File: src/rtl/cmd_sequencer.sv
// cmd_sequencer: buffers decoded SPI command descriptors in a small FIFO and executes
// each one in order as key read, text read, core run and destination write.
module cmd_sequencer #(
  parameter int ADDRW   = 24,
  parameter int OPCODEW = 2,
  parameter int DEPTH   = 4
) (
  input  logic                       clk,
  input  logic                       rst,
  input  logic                       des_valid_out,
  input  logic                       des_valid,
  input  logic [OPCODEW-1:0]         des_opcode,
  input  logic [ADDRW-1:0]           des_key_addr,
  input  logic [ADDRW-1:0]           des_text_addr,
  input  logic [ADDRW-1:0]           des_dest_addr,
  output logic                       des_ready,
  output logic                       mem_req_valid,
  input  logic                       mem_req_ready,
  output logic [1:0]                 mem_req_type,
  output logic [ADDRW-1:0]           mem_req_addr,
  output logic                       core_start,
  output logic [OPCODEW-1:0]         core_opcode,
  input  logic                       core_done,
  output logic                       cmd_done,
  output logic                       cmd_err,
  output logic [$clog2(DEPTH+1)-1:0] fifo_count
);
  localparam int PTRW = $clog2(DEPTH);
  localparam int CNTW = $clog2(DEPTH+1);

  typedef enum logic [2:0] {
    S_IDLE    = 3'd0,
    S_RD_KEY  = 3'd1,
    S_RD_TEXT = 3'd2,
    S_START   = 3'd3,
    S_WAIT    = 3'd4,
    S_WR_DEST = 3'd5
  } state_t;

  logic [OPCODEW-1:0] op_mem_r   [DEPTH];
  logic [ADDRW-1:0]   key_mem_r  [DEPTH];
  logic [ADDRW-1:0]   text_mem_r [DEPTH];
  logic [ADDRW-1:0]   dest_mem_r [DEPTH];
  logic [PTRW-1:0]    wr_ptr_r, rd_ptr_r;
  logic [CNTW-1:0]    count_r;

  state_t             state_r, state_s;
  logic [OPCODEW-1:0] op_r, op_s;
  logic [ADDRW-1:0]   key_r, key_s, text_r, text_s, dest_r, dest_s;
  logic               full_s, empty_s, push_s, pop_s, err_s, done_s, xfer_s;
  logic               req_valid_s, start_s;
  logic [1:0]         req_type_s;
  logic [ADDRW-1:0]   req_addr_s;
  logic [OPCODEW-1:0] core_op_s;
  logic               mem_req_valid_r, core_start_r, cmd_done_r, cmd_err_r;
  logic [1:0]         mem_req_type_r;
  logic [ADDRW-1:0]   mem_req_addr_r;
  logic [OPCODEW-1:0] core_opcode_r;

  assign full_s    = (count_r == CNTW'(DEPTH));
  assign empty_s   = (count_r == {CNTW{1'b0}});
  assign des_ready = !full_s && !rst;
  // A strobe with des_valid=0 is still accepted but never stored.
  assign push_s    = des_valid_out && des_ready && des_valid;
  assign xfer_s    = mem_req_valid_r && mem_req_ready;

  // Descriptor FIFO storage, pointers and occupancy.
  always_ff @(posedge clk) begin
    if (rst) begin
      wr_ptr_r <= {PTRW{1'b0}};
      rd_ptr_r <= {PTRW{1'b0}};
      count_r  <= {CNTW{1'b0}};
      for (int i = 0; i < DEPTH; i++) begin
        op_mem_r[i]   <= {OPCODEW{1'b0}};
        key_mem_r[i]  <= {ADDRW{1'b0}};
        text_mem_r[i] <= {ADDRW{1'b0}};
        dest_mem_r[i] <= {ADDRW{1'b0}};
      end
    end else begin
      if (push_s) begin
        op_mem_r[wr_ptr_r]   <= des_opcode;
        key_mem_r[wr_ptr_r]  <= des_key_addr;
        text_mem_r[wr_ptr_r] <= des_text_addr;
        dest_mem_r[wr_ptr_r] <= des_dest_addr;
        wr_ptr_r             <= wr_ptr_r + PTRW'(1);
      end
      if (pop_s) begin
        rd_ptr_r <= rd_ptr_r + PTRW'(1);
      end
      count_r <= count_r + CNTW'(push_s) - CNTW'(pop_s);
    end
  end

  // Next-state logic, FIFO pop and retirement/error pulses.
  always_comb begin
    state_s = state_r;
    pop_s   = 1'b0;
    err_s   = 1'b0;
    done_s  = 1'b0;
    case (state_r)
      S_IDLE: begin
        if (!empty_s) begin
          pop_s = 1'b1;
          if (op_mem_r[rd_ptr_r] == {OPCODEW{1'b1}}) begin
            err_s = 1'b1;
          end else begin
            state_s = S_RD_KEY;
          end
        end else begin
          state_s = S_IDLE;
        end
      end
      S_RD_KEY:  state_s = xfer_s ? S_RD_TEXT : S_RD_KEY;
      S_RD_TEXT: state_s = xfer_s ? S_START : S_RD_TEXT;
      S_START:   state_s = S_WAIT;
      S_WAIT:    state_s = core_done ? S_WR_DEST : S_WAIT;
      S_WR_DEST: begin
        if (xfer_s) begin
          state_s = S_IDLE;
          done_s  = 1'b1;
        end else begin
          state_s = S_WR_DEST;
        end
      end
      default:   state_s = S_IDLE;
    endcase
  end

  // Working descriptor and next output values, computed from the next state.
  always_comb begin
    op_s        = op_r;
    key_s       = key_r;
    text_s      = text_r;
    dest_s      = dest_r;
    req_valid_s = 1'b0;
    req_type_s  = 2'd0;
    req_addr_s  = {ADDRW{1'b0}};
    start_s     = 1'b0;
    core_op_s   = {OPCODEW{1'b0}};
    if (pop_s) begin
      op_s   = op_mem_r[rd_ptr_r];
      key_s  = key_mem_r[rd_ptr_r];
      text_s = text_mem_r[rd_ptr_r];
      dest_s = dest_mem_r[rd_ptr_r];
    end else begin
      op_s = op_r;
    end
    case (state_s)
      S_RD_KEY:  begin req_valid_s = 1'b1; req_type_s = 2'd0; req_addr_s = key_s;  end
      S_RD_TEXT: begin req_valid_s = 1'b1; req_type_s = 2'd1; req_addr_s = text_s; end
      S_WR_DEST: begin req_valid_s = 1'b1; req_type_s = 2'd2; req_addr_s = dest_s; end
      S_START:   begin start_s = 1'b1; core_op_s = op_s; end
      S_WAIT:    core_op_s = op_s;
      default:   req_valid_s = 1'b0;
    endcase
  end

  // State, working descriptor and registered outputs.
  always_ff @(posedge clk) begin
    if (rst) begin
      state_r         <= S_IDLE;
      op_r            <= {OPCODEW{1'b0}};
      key_r           <= {ADDRW{1'b0}};
      text_r          <= {ADDRW{1'b0}};
      dest_r          <= {ADDRW{1'b0}};
      mem_req_valid_r <= 1'b0;
      mem_req_type_r  <= 2'd0;
      mem_req_addr_r  <= {ADDRW{1'b0}};
      core_start_r    <= 1'b0;
      core_opcode_r   <= {OPCODEW{1'b0}};
      cmd_done_r      <= 1'b0;
      cmd_err_r       <= 1'b0;
    end else begin
      state_r         <= state_s;
      op_r            <= op_s;
      key_r           <= key_s;
      text_r          <= text_s;
      dest_r          <= dest_s;
      mem_req_valid_r <= req_valid_s;
      mem_req_type_r  <= req_type_s;
      mem_req_addr_r  <= req_addr_s;
      core_start_r    <= start_s;
      core_opcode_r   <= core_op_s;
      cmd_done_r      <= done_s;
      cmd_err_r       <= err_s;
    end
  end

  assign mem_req_valid = mem_req_valid_r;
  assign mem_req_type  = mem_req_type_r;
  assign mem_req_addr  = mem_req_addr_r;
  assign core_start    = core_start_r;
  assign core_opcode   = core_opcode_r;
  assign cmd_done      = cmd_done_r;
  assign cmd_err       = cmd_err_r;
  assign fifo_count    = count_r;

endmodule

File: config.mk
export PLATFORM = sky130hd
export DESIGN_NAME = cmd_sequencer
export DESIGN_NICKNAME = d
export VERILOG_FILES = /design/src/rtl/cmd_sequencer.sv
export SDC_FILE = /design/constraint.sdc
export NUM_CORES = 1
export LEC_CHECK = 0
export BUFFER_PORTS_ARGS = -buffer_cell sky130_fd_sc_hd__buf_2
export CAP_MARGIN = 10
export CORE_ASPECT_RATIO = 1.4
export CORE_MARGIN = 2
export CORE_UTILIZATION = 55
export CTS_CLUSTER_DIAMETER = 150
export DETAILED_ROUTE_END_ITERATION = 6
export GPL_ROUTABILITY_DRIVEN = 0
export GPL_TIMING_DRIVEN = 0
export PLACE_DENSITY = 0.79
export SLEW_MARGIN = 0
export SYNTH_ARGS = -nofsm -noshare
export SYNTH_HDL_FRONTEND = slang
export SYNTH_SLANG_ARGS = --single-unit
export TNS_END_PERCENT = 5
File: constraint.sdc
create_clock -name clk -period 16.2 [get_ports clk]
set_input_delay 3.24 -clock clk [delete_from_list [all_inputs] [get_ports clk]]
set_output_delay 3.24 -clock clk [all_outputs]
set_load 0.01 [all_outputs]
# --- Word level (Yosys, flattened, before mapping) ---
# Memory sizes are Yosys's and may differ from the RTL's. A register that Yosys moved wholly into a read port is not among the register bits.
# Cells that the tools add are included.
totals:
  ff_bits: 116
  ramBits: 296
  in_bits: 80
  out_inout_bits: 36
  wordCells: 99
  n_memories: 4
classes:
  addsub: 4
  eq_ne: 12
  mux: 44
  n_bitwise: 3
  n_reduce_logical: 17
memory_table:
  columns: ["name", "words", "width", "read_ports", "rd_ports_with_merged_regs", "wr", "line_no", "source"]
  rows:
  - ["dest_mem_r", 4, 24, 1, 1, 4, "43", "logic [ADDRW-1:0] dest_mem_r [DEPTH];"]
  - ["key_mem_r", 4, 24, 1, 1, 4, "41", "logic [ADDRW-1:0] key_mem_r [DEPTH];"]
  - ["text_mem_r", 4, 24, 1, 1, 4, "42", "logic [ADDRW-1:0] text_mem_r [DEPTH];"]
  - ["op_mem_r", 4, 2, 1, 1, 4, "40", "logic [OPCODEW-1:0] op_mem_r [DEPTH];"]
ops:
  columns: ["cell", "n"]
  rows:
  - ["24-bit two-way mux", 6]
  - ["24-bit case mux with 3 select lines", 1]
  - ["24-bit OR reduction", 3]
  - ["2-bit two-way mux", 15]
  - ["3-bit case mux with 6 select lines", 1]
  - ["1-bit two-way mux", 17]
  - ["3-bit equality test (second input constant)", 5]
  - ["3-bit by 2-bit equality test with 1-bit output (second input constant)", 4]
  - ["3-bit two-way mux", 3]
  - ["2-bit OR reduction", 4]
  - ["3-bit by 1-bit equality test with 1-bit output (second input constant)", 2]
  - ["3-bit logical NOT", 2]
  - ["3-bit OR reduction", 2]
  - ["2-bit by 1-bit adder with 2-bit output (second input constant)", 2]
  - ["1-bit logical AND", 4]
  - ["2-bit case mux with 2 select lines", 1]
  - ["3-bit by 1-bit adder with 3-bit output", 1]
  - ["1-bit inverter", 3]
  - ["3-bit by 1-bit subtractor with 3-bit output", 1]
  - ["2-bit equality test (second input constant)", 1]
  - ["1-bit logical NOT", 2]

# --- Logic depth before layout (Yosys ltp) ---
# Gate-level depths: netlist of the first run.
logic_depth:
  depth_word: 10
  depth_mapped: 15
  depth_no_buf: 12

# --- Least setup slack after synthesis of the first run ---
# Ideal clock, no wire load.
synth_path:
  kind: "input to register"
  start: "input rst"
  end: "memory dest_mem_r[3][0] (enable)"
  setup_ps: 507
  arrival_ps: 7276
  path_slack_ps: 8416
  stages: 6
  cell_sequence: "a21oi_1 -> and3_1 -> buf_2 -> clkbuf_1 -> a21oi_1 -> nor2_1"
synth_rtl:
  columns: ["item", "line_no", "source"]
  rows:
  - ["start: declaration", "9", "input logic rst,"]
  - ["end: declaration", "43", null]

# --- Final worst setup path of the first run ---
layout_path:
  start: "input rst"
  end: "output des_ready"
layout_between:
  elab_chain_len: 2
layout_rtl:
  columns: ["item", "line_no", "source"]
  rows:
  - ["1-bit logical NOT", "62", "assign des_ready = !full_s && !rst;"]
  - ["1-bit logical AND", "62", null]
  - ["end: declaration", "16", "output logic des_ready,"]
# No other way between the ends.

==> results of run 1 <==
-- how the worst max path moves through the flow --
stage                     startpoint                     endpoint  cells past startpoint
final                            rst                    des_ready                      3
after global routing             rst                    des_ready                      3
after CTS                        rst                    des_ready                      3
after detailed placement         rst                    des_ready                      3
after global placement           rst  text_mem_r[3][19]$_DFFE_PP_                      7
after floorplan                  rst   dest_mem_r[3][0]$_DFFE_PP_                      6
-- power groups by stage --
stage | sequential (mW) | clock [mW] | combinational, mW
after floorplan | 1.33 | 0 | 0.582
after global placement | 1.33 | 0 | 0.822
after detailed placement | 1.34 | 0 | 0.844
after CTS | 1.32 | 0.872 | 0.850
after global routing | 1.33 | 0.912 | 0.907
final | 1.32 | 0.864 | 0.852
-- cells in the mapped netlist (6+ instances only) --
cell,count,area share (%)
mux2_2,48,3.1
buf_2,16,0.46
a21oi_2,6,0.30
nor2_1,29,0.63
nor2b_1,50,1.8
a22o_1,13,0.66
nand2_1,62,1.3
a22oi_1,11,0.48
a21oi_1,33,0.95
a222oi_1,13,0.75
mux4_2,74,9.6
edfxtp_1,296,51
and2_1,296,11
clkbuf_1,52,1.1
dfxtp_1,118,14
a21o_1,13,0.56
-- flip-flops by register name (all words and copies together) (netlist names), 3 cells and up, named ones only --
name	count
dest_mem_r	96
mem_req_addr	24
key_mem_r	96
text_mem_r	96
fifo_count	3
text_r	24
op_mem_r	8
dest_r	24
state_r	3
key_r	24
-- per-layer routing --
layer	global-route usage [%]	share of wire [%]	vias to the layer above
met3	3.86	5.9	104
li1	-	-	4615
met5	0	0.018	-
met2	42.1	51	355
met1	29.8	37	5090
met4	12.4	5.4	2
-- kinds of logic (layout without fill, tap and decap cells) --
family	Yosys count	after routing	share of synthesized area [%]
and+or+nand+nor	460	460	15.5
DFF	414	414	64.8
muxes	125	125	12.9
AOI/OAI and AO/OA	94	94	4.06
buffers and inverters	88	279	2.29
xor gates and xnor gates	5	5	0.252
adders and majority gates	3	3	0.259
-- critical path, delay by kind of cell --
| kind | cells | cell delay (ns) |
|---|---|---|
| buffers and inverters | 2 | 0.31 |
| AO/OA/AOI/OAI | 1 | 0.17 |
-- metrics by stage --
stage               instances  setup slack, ns  hold WS, ns  power (mW)  area (sq um)
global placement         1699             5.36        0.442        2.16         18400
global route             1775             9.24        0.470        3.15         19800
floorplan                1189             8.42        0.437        1.92         17400
CTS                      1775             9.25        0.455        3.04         19800
detailed placement       1705             9.26        0.447        2.18         18600
finish                   1775             9.24        0.455        3.03         19800
-- layout make-up --
| cell class | instances | area [sq um] |
|---|---|---|
| Fill cell | 2248 | 11500 |
| Sequential cell | 414 | 11300 |
| Multi-Input combinational cell | 687 | 5740 |
| Clock buffer | 62 | 1160 |
| Timing Repair Buffer | 121 | 726 |
| Tap cell | 395 | 494 |
| Buffer | 83 | 379 |
| Clock inverter | 8 | 42.5 |
| Inverter | 5 | 18.8 |
==> key figures, run 1 <==
Run status
  • Status: finished, final reports clean

Global routing
  • Number of global-route vias before repair: 10478
  • First-pass GRT wire length: 60300 um
  • Largest net degree at the start of global routing: 44
  • Antenna violations before repair: 1
  • Gr usage total: 24.4%
  • Total congestion overflow: 0

Synth
  • FF+latch count, synth: 414
  • FFs w/ async S/R, synth: 0%
  • Synth warn: 0
  • Synthesized net count: 1272
  • Synthesized area: 17400 sq um
  • Mapped Cells: 1189
  • Sequential element share of the synthesized area: 64.8%
  • Number of synthesized flops with an enable pin: 296
  • Synth unique cells: 46
  • Primary FF master, synth: edfxtp_1
  • Syn avg cell area: 14.6 sq um

Clock network
  • Clock slew at reported path FFs: 0.06 ns
  • CTS H-tree depth: 2
  • CTS tree: built
  • Clk sinks: 414
  • Hold-fix buffers at CTS: 0
  • Max Root-Sink Buffers: 3
  • Setup bufs post-CTS: 0
  • CTS Buf Count: 38
  • Clock root cell: clkbuf_16
  • Post-CTS resize count: 0
  • Clock latency on the worst-skew pair: 0.54 ns

Setup path
  • FF-to-FF setup slack: 12.68 ns
  • CP startpoint kind: input port
  • Cells along the critical path: buf_2 > a21oi_1 > buf_2
  • Worst setup path category: in2out
  • R2r startpoint: fifo_count[1]$_SDFF_PP0_
  • Slowest stage delay, CP: 0.17 ns
  • Crit path top cell by count: buf_2
  • RR Endpoint: key_mem_r[1][10]$_SDFFCE_PN0P_
  • CP max stage cell: a21oi_1
  • CP Capture Type: output port
  • Crit path DAT: 3.72 ns
  • Worst EP required: 12.96 ns
  • Crit path max fanout: 4
  • R2R cell count: 9

Flow run
  • Max-cap violations: 0

STA
  • Slew margin rel.: 42.7%
  • Min Tclk post-route: 6.96 ns
  • Clock Skews: 0.0179 ns
  • Max Clock Freq: 144 MHz
  • Final setup fails: 0
  • Worst-Margin Slew: 0.859 ns
  • TNS Setup: 0 ns
  • Final Hold Vio Count: 0
  • Slew Viols, Final: 0
  • RSZ-0062 raised after global routing: false
  • Final period util: 43.0%

Worst hold path
  • Hold Path End: key_r[11]$_SDFF_PP0_
  • Hold depth: 2
  • HP Class: reg2reg
  • Hold_sp: key_r[11]$_SDFF_PP0_

Power
  • Internal: 2.14 mW
  • Reg power frac: 43.4%
  • Leak pwr: 7.46 nW
  • Power Density: 153 nW/um^2
  • Switch Pwr: 895 uW
  • Comb power frac: 28.1%
  • Peak VDD IR: 63.4 uV
  • Net Sw Frac: 29.5%
  • Clock power share: 28.5%

Route
  • Drt pass-1 iters: 6
  • Total wire length: 39600 um
  • Routed Antenna Nets: 0
  • Avg WL per Cell: 22.3 um
  • Vias per std cell: 5.73
  • 1st-iter DRT viols: 829
  • # DRC: 0
  • Total number of vias: 10166

Finish
  • Fin nets: 1433
  • Layout cells sized above 1: 24.9%
  • Most frequent cells in the layout: 296 x and2_1, 296 x edfxtp_1, 131 x buf_2, 118 x dfxtp_1, 74 x mux4_2
  • # diodes: 0
  • P&R area growth vs syn: 14.0%
  • Final design utilization: 63.2%

Floorplanning
  • DIE WIDTH: 154 um
  • Die area: 33000 sq um
  • Die height: 214 um
  • Placement row count: 77
  • Core area: 31300 sq um
  • I/O pins: 116
  • Starting density of the core: 55.5%

Placed design
  • Number of port buffers: 115
  • Dpl hpwl: 27700 um
(Power assumes the default switching activity.)
==> inputs of run 2 (changes only) <==
PLACE_DENSITY = 0.82   (was 0.79)
clock period = 5.6 ns   (was 16.2 ns; I/O delays follow)
==> key figures, run 2 (synthesis gave the netlist of run 1 again) <==
STA
  • Final Hold Vio Count: 0 (unchanged)
  • Clock Skews: 0.0206 ns (+0.00272 ns)
  • Slew Viols, Final: 0 (unchanged)
  • Min Tclk post-route: 3.71 ns
  • Final period util: 66.3%
  • RSZ-0062 raised after global routing: false
  • Final setup fails: 0 (unchanged)
  • Max Clock Freq: 269 MHz
  • Slew margin rel.: 43.3% (+0.56 points)
  • Worst-Margin Slew: 0.851 ns (-0.00842 ns)
  • TNS Setup: 0 ns (unchanged)

Route
  • Drt pass-1 iters: 6 (unchanged)
  • 1st-iter DRT viols: 999 (+21%)
  • # DRC: 0 (unchanged)
  • Routed met1 length: 15000 um (+1.1%)
  • Avg WL per Cell: 22.8 um (+2.1%)
  • Routed Antenna Nets: 0 (unchanged)
  • Vias per std cell: 5.80 (+1.3%)
  • DR top layer: met4
  • WL met3: 2380 um (+1.8%)
  • DR WL met2: 21100 um (+4.2%)
  • Total wire length: 40400 um (+2.1%)
  • Total number of vias: 10290 (+1.2%)

Global routing
  • Gr usage total: 24.6% (+0.19 points)
  • First-pass GRT wire length: 60300 um (about the same)
  • Largest net degree at the start of global routing: 44 (unchanged)
  • Antenna violations before repair: 2 (+1)
  • Total congestion overflow: 0 (unchanged)
  • Number of global-route vias before repair: 10422 (-0.53%)

Finish
  • Fin nets: 1432 (-0.070%)
  • Multi-input logic area: 5740 sq um (unchanged)
  • Register area: 11300 sq um (unchanged)
  • Fill cell count: 2188 (-2.7%)
  • Final design utilization: 63.3% (about the same)
  • Largest regs: dest_mem_r (96), key_mem_r (96), text_mem_r (96)
  • P&R area growth vs syn: 14.0% (about the same)
  • Post-Layout Cell Count: 1774 (-0.056%)
  • Most frequent cells in the layout: 296 x and2_1, 296 x edfxtp_1, 131 x buf_2, 118 x dfxtp_1, 74 x mux4_2
  • Layout cells sized above 1: 25.3% (+0.49 points)
  • Post-layout instance area: 19800 sq um (about the same)

Setup path
  • CP Capture Type: register
  • Worst setup path category: in2reg
  • R2r startpoint: fifo_count[1]$_SDFF_PP0_
  • RR Endpoint: key_mem_r[2][2]$_SDFFCE_PN0P_
  • CP startpoint: rst
  • Crit path DAT: 3.92 ns (+0.20 ns)
  • Crit path max fanout: 43 (+39)
  • CP startpoint kind: input port
  • R2R cell count: 9 (unchanged)
  • Slowest stage delay, CP: 0.73 ns (+0.56 ns)
  • CP max stage cell: or2_4
  • Worst EP required: 5.81 ns (-7.15 ns)
  • FF-to-FF setup slack: 2.08 ns (-10.60 ns)
  • Crit path top cell by count: buf_2
  • Cells along the critical path: buf_2 > a21oi_1 > and3_1 > buf_2 > inv_2 > nor3b_2 > clkbuf_1 > or2_4 > buf_12

Floorplanning
  • DIE WIDTH: 154 um (unchanged)
  • Starting density of the core: 55.5% (unchanged)
  • Die area: 33000 sq um (unchanged)
  • I/O pins: 116 (unchanged)
  • Die height: 214 um (unchanged)
  • Placement row count: 77 (unchanged)
  • Core area: 31300 sq um (unchanged)

Power
  • Power Density: 446 nW/um^2 (+190%)
  • Overall Power: 8.83 mW (+190%)
  • Peak VDD IR: 203 uV (+220%)
  • Leak pwr: 7.48 nW (+0.21%)

Clock network
  • Clock root cell: clkbuf_16
  • Setup bufs post-CTS: 0 (unchanged)
  • CTS tree: built
  • Hold-fix buffers at CTS: 0 (unchanged)
  • Clock slew at reported path FFs: 0.07 ns (about the same)
  • CTS Buf Count: 37 (-2.6%)
  • CTS H-tree depth: 2 (unchanged)
  • Post-CTS resize count: 0 (unchanged)
  • Clock latency on the worst-skew pair: 0.54 ns (about the same)
  • Clk sinks: 414 (unchanged)
  • Max Root-Sink Buffers: 3 (unchanged)

Worst hold path
  • Hold_sp: key_r[22]$_SDFF_PP0_
  • Hold depth: 2 (unchanged)
  • HP Class: reg2reg
  • Hold Path End: key_r[22]$_SDFF_PP0_

Placed design
  • Number of port buffers: 115 (unchanged)
  • Dpl cells: 1705 (unchanged)
  • Dpl hpwl: 27900 um (+0.51%)
  • Placed Area: 18600 sq um (about the same)

Run status
  • Status: finished, final reports clean

Flow run
  • Max-cap violations: 0 (unchanged)
## run 2: cell count changes in the layout (fill, tap and decap cells not counted)
cell        previous run  this run
clkbuf_16             42        40
clkinvlp_4             1         0
diode_2                0         2
clkbuf_1              69        57
clkbuf_4               0         1
clkinv_1               3         6
clkinv_2               3         8
clkbuf_8               3         2
buf_16                 4         3
bufinv_16              0         2
buf_12                 2         3
clkinv_4               0         2
## run 2: through the flow
| stage | hold slack [ns] | setup slack [ns] |
|---|---|---|
| after detailed placement | 0.448 | 1.36 |
| after floorplan | 0.437 | 1.17 |
| after global placement | 0.442 | -0.861 |
| after global routing | 0.471 | 1.75 |
| after CTS | 0.457 | 1.89 |
| final | 0.457 | 1.89 |
## run 2: critical path, delay by kind of cell
| family | cells | cell delay, ns |
|---|---|---|
| buffers and inverters | 5 | 1.45 |
| AOI/OAI and AO/OA | 1 | 0.16 |
| and+or+nand+nor | 3 | 1.16 |
## run 2: worst max-delay path by stage
| stage | slack (ns) | endpoint |
|---|---|---|
| floorplan | 1.17 | dest_mem_r[3][0]$_DFFE_PP_ |
| global placement | -0.86 | text_mem_r[3][22]$_DFFE_PP_ |
| detailed placement | 1.36 | key_mem_r[2][21]$_SDFFCE_PN0P_ |
| CTS | 1.89 | key_mem_r[2][2]$_SDFFCE_PN0P_ |
| global route | 1.75 | op_mem_r[2][0]$_SDFFCE_PN0P_ |
| finish | 1.89 | key_mem_r[2][2]$_SDFFCE_PN0P_ |
## run 2: cell type report
cell class	instances	area share [%]
tap	395	2.50
clock inverter	19	0.752
inverter	5	0.0948
clock buffer	48	5.33
sequential	414	56.8
buffer	83	1.91
timing repair buffer	121	3.63
multi-input combinational	687	29.0
antenna	2	0.0253
## run 2: power by group
part           total (mW)  internal (mW)  switching, mW
clock network        2.54           1.43           1.11
registers            3.80           3.67          0.131
logic                2.49           1.09           1.40
## run 2: metal layers
| metal | GRT usage, % | up-vias |
|---|---|---|
| met2 | 43.4 | 418 |
| met3 | 3.80 | 99 |
| li1 | - | 4609 |
| met4 | 12.1 | 0 |
| met5 | 0 | - |
| met1 | 29.3 | 5164 |
==> inputs of run 3 (changes only) <==
PLACE_DENSITY = 0.79   (was 0.82)
clock period = 3.8 ns   (was 5.6 ns; I/O delays follow)
==> key figures, run 3 (synthesis gave the netlist of run 1 again) <==
STA
  • Worst-Margin Slew: 0.825 ns (-0.0254 ns)
  • Slew margin rel.: 45.0% (+1.7 points)
  • Final period util: 94.8%
  • Min Tclk post-route: 3.60 ns
  • RSZ-0062 raised after global routing: false
  • Clock Skews: 0.0147 ns (-0.00592 ns)
  • Final Hold Vio Count: 0 (unchanged)
  • Final setup fails: 0 (unchanged)
  • Final worst setup slack: 0.196 ns (-1.69 ns)
  • Max Clock Freq: 277 MHz
  • Slew Viols, Final: 0 (unchanged)

Clock network
  • Clock slew at reported path FFs: 0.07 ns (about the same)
  • CTS Buf Count: 38 (+2.7%)
  • Setup bufs post-CTS: 0 (unchanged)
  • Clock latency on the worst-skew pair: 0.54 ns (about the same)
  • Post-CTS resize count: 0 (unchanged)
  • CTS H-tree depth: 2 (unchanged)
  • Hold-fix buffers at CTS: 0 (unchanged)
  • CTS tree: built
  • Clk sinks: 414 (unchanged)
  • Max Root-Sink Buffers: 3 (unchanged)
  • Clock root cell: clkbuf_16

Floorplanning
  • Die height: 214 um (unchanged)
  • DIE WIDTH: 154 um (unchanged)
  • I/O pins: 116 (unchanged)
  • Starting density of the core: 55.5% (unchanged)
  • Die area: 33000 sq um (unchanged)
  • Placement row count: 77 (unchanged)
  • Core area: 31300 sq um (unchanged)

Power
  • Leak pwr: 7.53 nW (+0.70%)
  • Peak VDD IR: 335 uV (+65%)
  • Net Sw Frac: 29.3% (-0.62 points)
  • Comb power frac: 27.5% (-0.7 points)
  • Power Density: 665 nW/um^2 (+49%)
  • Reg power frac: 42.3% (-0.8 points)
  • Internal: 9.37 mW (+51%)
  • Clock power share: 30.1% (+1.4 points)
  • Switch Pwr: 3.88 mW (+47%)

Global routing
  • Total congestion overflow: 0 (unchanged)
  • Gr usage total: 24.8% (+0.20 points)
  • First-pass GRT wire length: 60900 um (+1.1%)
  • Antenna violations before repair: 0 (-2)
  • Number of global-route vias before repair: 10534 (+1.1%)
  • Largest net degree at the start of global routing: 45 (+2.3%)

Worst hold path
  • HP Class: reg2reg
  • Hold depth: 2 (unchanged)
  • Hold_sp: key_r[21]$_SDFF_PP0_
  • Hold Path End: key_r[21]$_SDFF_PP0_

Route
  • Drt pass-1 iters: 6 (unchanged)
  • Total wire length: 40400 um (about the same)
  • Total number of vias: 10153 (-1.3%)
  • Vias per std cell: 5.72 (-1.4%)
  • 1st-iter DRT viols: 919 (-8.0%)
  • Routed Antenna Nets: 0 (unchanged)
  • Avg WL per Cell: 22.7 um (about the same)
  • # DRC: 0 (unchanged)

Finish
  • Multi-input logic area: 5740 sq um (unchanged)
  • Register area: 11300 sq um (unchanged)
  • Fin nets: 1433 (+0.070%)
  • Fill cell count: 2234 (+2.1%)
  • Most frequent cells in the layout: 296 x and2_1, 296 x edfxtp_1, 131 x buf_2, 118 x dfxtp_1, 74 x mux4_2
  • Largest regs: dest_mem_r (96), key_mem_r (96), text_mem_r (96)
  • Layout cells sized above 1: 25.4% (about the same)
  • P&R area growth vs syn: 14.7%
  • Post-Layout Cell Count: 1775 (+0.056%)
  • # diodes: 0 (-2)

Setup path
  • Crit path max fanout: 38 (-12%)
  • Crit path DAT: 3.81 ns (-0.11 ns)
  • CP startpoint kind: register
  • R2r startpoint: fifo_count[1]$_SDFF_PP0_
  • R2R cell count: 9 (unchanged)
  • CP Capture Type: register
  • Worst setup path category: reg2reg
  • FF-to-FF setup slack: 0.20 ns (-1.88 ns)
  • Worst EP required: 4.01 ns (-1.80 ns)
  • RR Endpoint: text_mem_r[1][8]$_SDFFCE_PN0P_

Placed design
  • Number of port buffers: 115 (unchanged)
  • Dpl cells: 1705 (unchanged)
  • Post-place setup slack: -0.133 ns (-1.49 ns)
  • Dpl hpwl: 27700 um (-0.56%)

Run status
  • Status: finished, final reports clean

Flow run
  • Max-cap violations: 0 (unchanged)
run 3: changes by cell type in the layout (fill, tap and decap cells not counted), moves of 2 or more:
cell,delta
clkinv_4,-2
clkbuf_16,+3
clkbuf_8,+6
diode_2,-2
clkinv_1,-4
clkbuf_1,+6
clkinv_2,-6
run 3: per-layer routing:
metal,GRT usage [%],vias to the layer above,part of all wire [%]
met5,0,-,0
met2,42.1,348,51
li1,-,4612,-
met3,3.92,90,6.2
met4,12.1,0,4.8
met1,31.0,5103,38
run 3: area by class of cell:
class	count	share of cell area [%]
plain buffers	83	1.90
clock buffers	62	6.16
clock inverters	8	0.465
inverters	5	0.0942
multi-input cells	687	28.8
flip-flops and latches	414	56.5
well taps	395	2.48
repair buffers	121	3.64
run 3: per-stage QoR:
stage	setup TNS (ns)	utilization (%)	hold WS [ns]	area, sq um	power (mW)
2_1_floorplan	0	-	0.437	17400	8.16
3_3_place_gp	-236.53	58.9	0.442	18400	9.20
3_5_place_dp	-4.86	59.4	0.449	18600	9.32
4_1_cts	0	63.6	0.457	19900	13.3
5_1_grt	0	63.6	0.476	19900	13.7
6_report	0	63.6	0.457	19900	13.3
run 3: worst max-delay path: stages (launching register included):
cell and delay (ns):
dfxtp_1 0.48, nor2_1 0.07, a21oi_1 0.22, and3_1 0.20, buf_2 0.20, inv_2 0.10, nor3b_2 0.30, clkbuf_1 0.67
or2_4 0.66, buf_16 0.30
run 3: power groups by stage:
| stage | logic (mW) | clock network (mW) | registers (mW) |
|---|---|---|---|
| detailed placement | 3.62 | 0 | 5.70 |
| global placement | 3.53 | 0 | 5.68 |
| CTS | 3.65 | 4.04 | 5.61 |
| global route | 3.87 | 4.20 | 5.65 |
| finish | 3.65 | 3.99 | 5.61 |
| floorplan | 2.48 | 0 | 5.68 |
run 3: worst max-delay path by stage:
stage,startpoint,end,cells past startpoint
3_5_place_dp,rst,text_mem_r[1][8]$_SDFFCE_PN0P_,9
3_3_place_gp,rst,text_mem_r[3][15]$_DFFE_PP_,7
6_report,fifo_count[1]$_SDFF_PP0_,text_mem_r[1][8]$_SDFFCE_PN0P_,9
2_1_floorplan,rst,dest_mem_r[3][0]$_DFFE_PP_,6
4_1_cts,fifo_count[1]$_SDFF_PP0_,text_mem_r[1][8]$_SDFFCE_PN0P_,9
5_1_grt,fifo_count[1]$_SDFF_PP0_,text_mem_r[1][8]$_SDFFCE_PN0P_,9
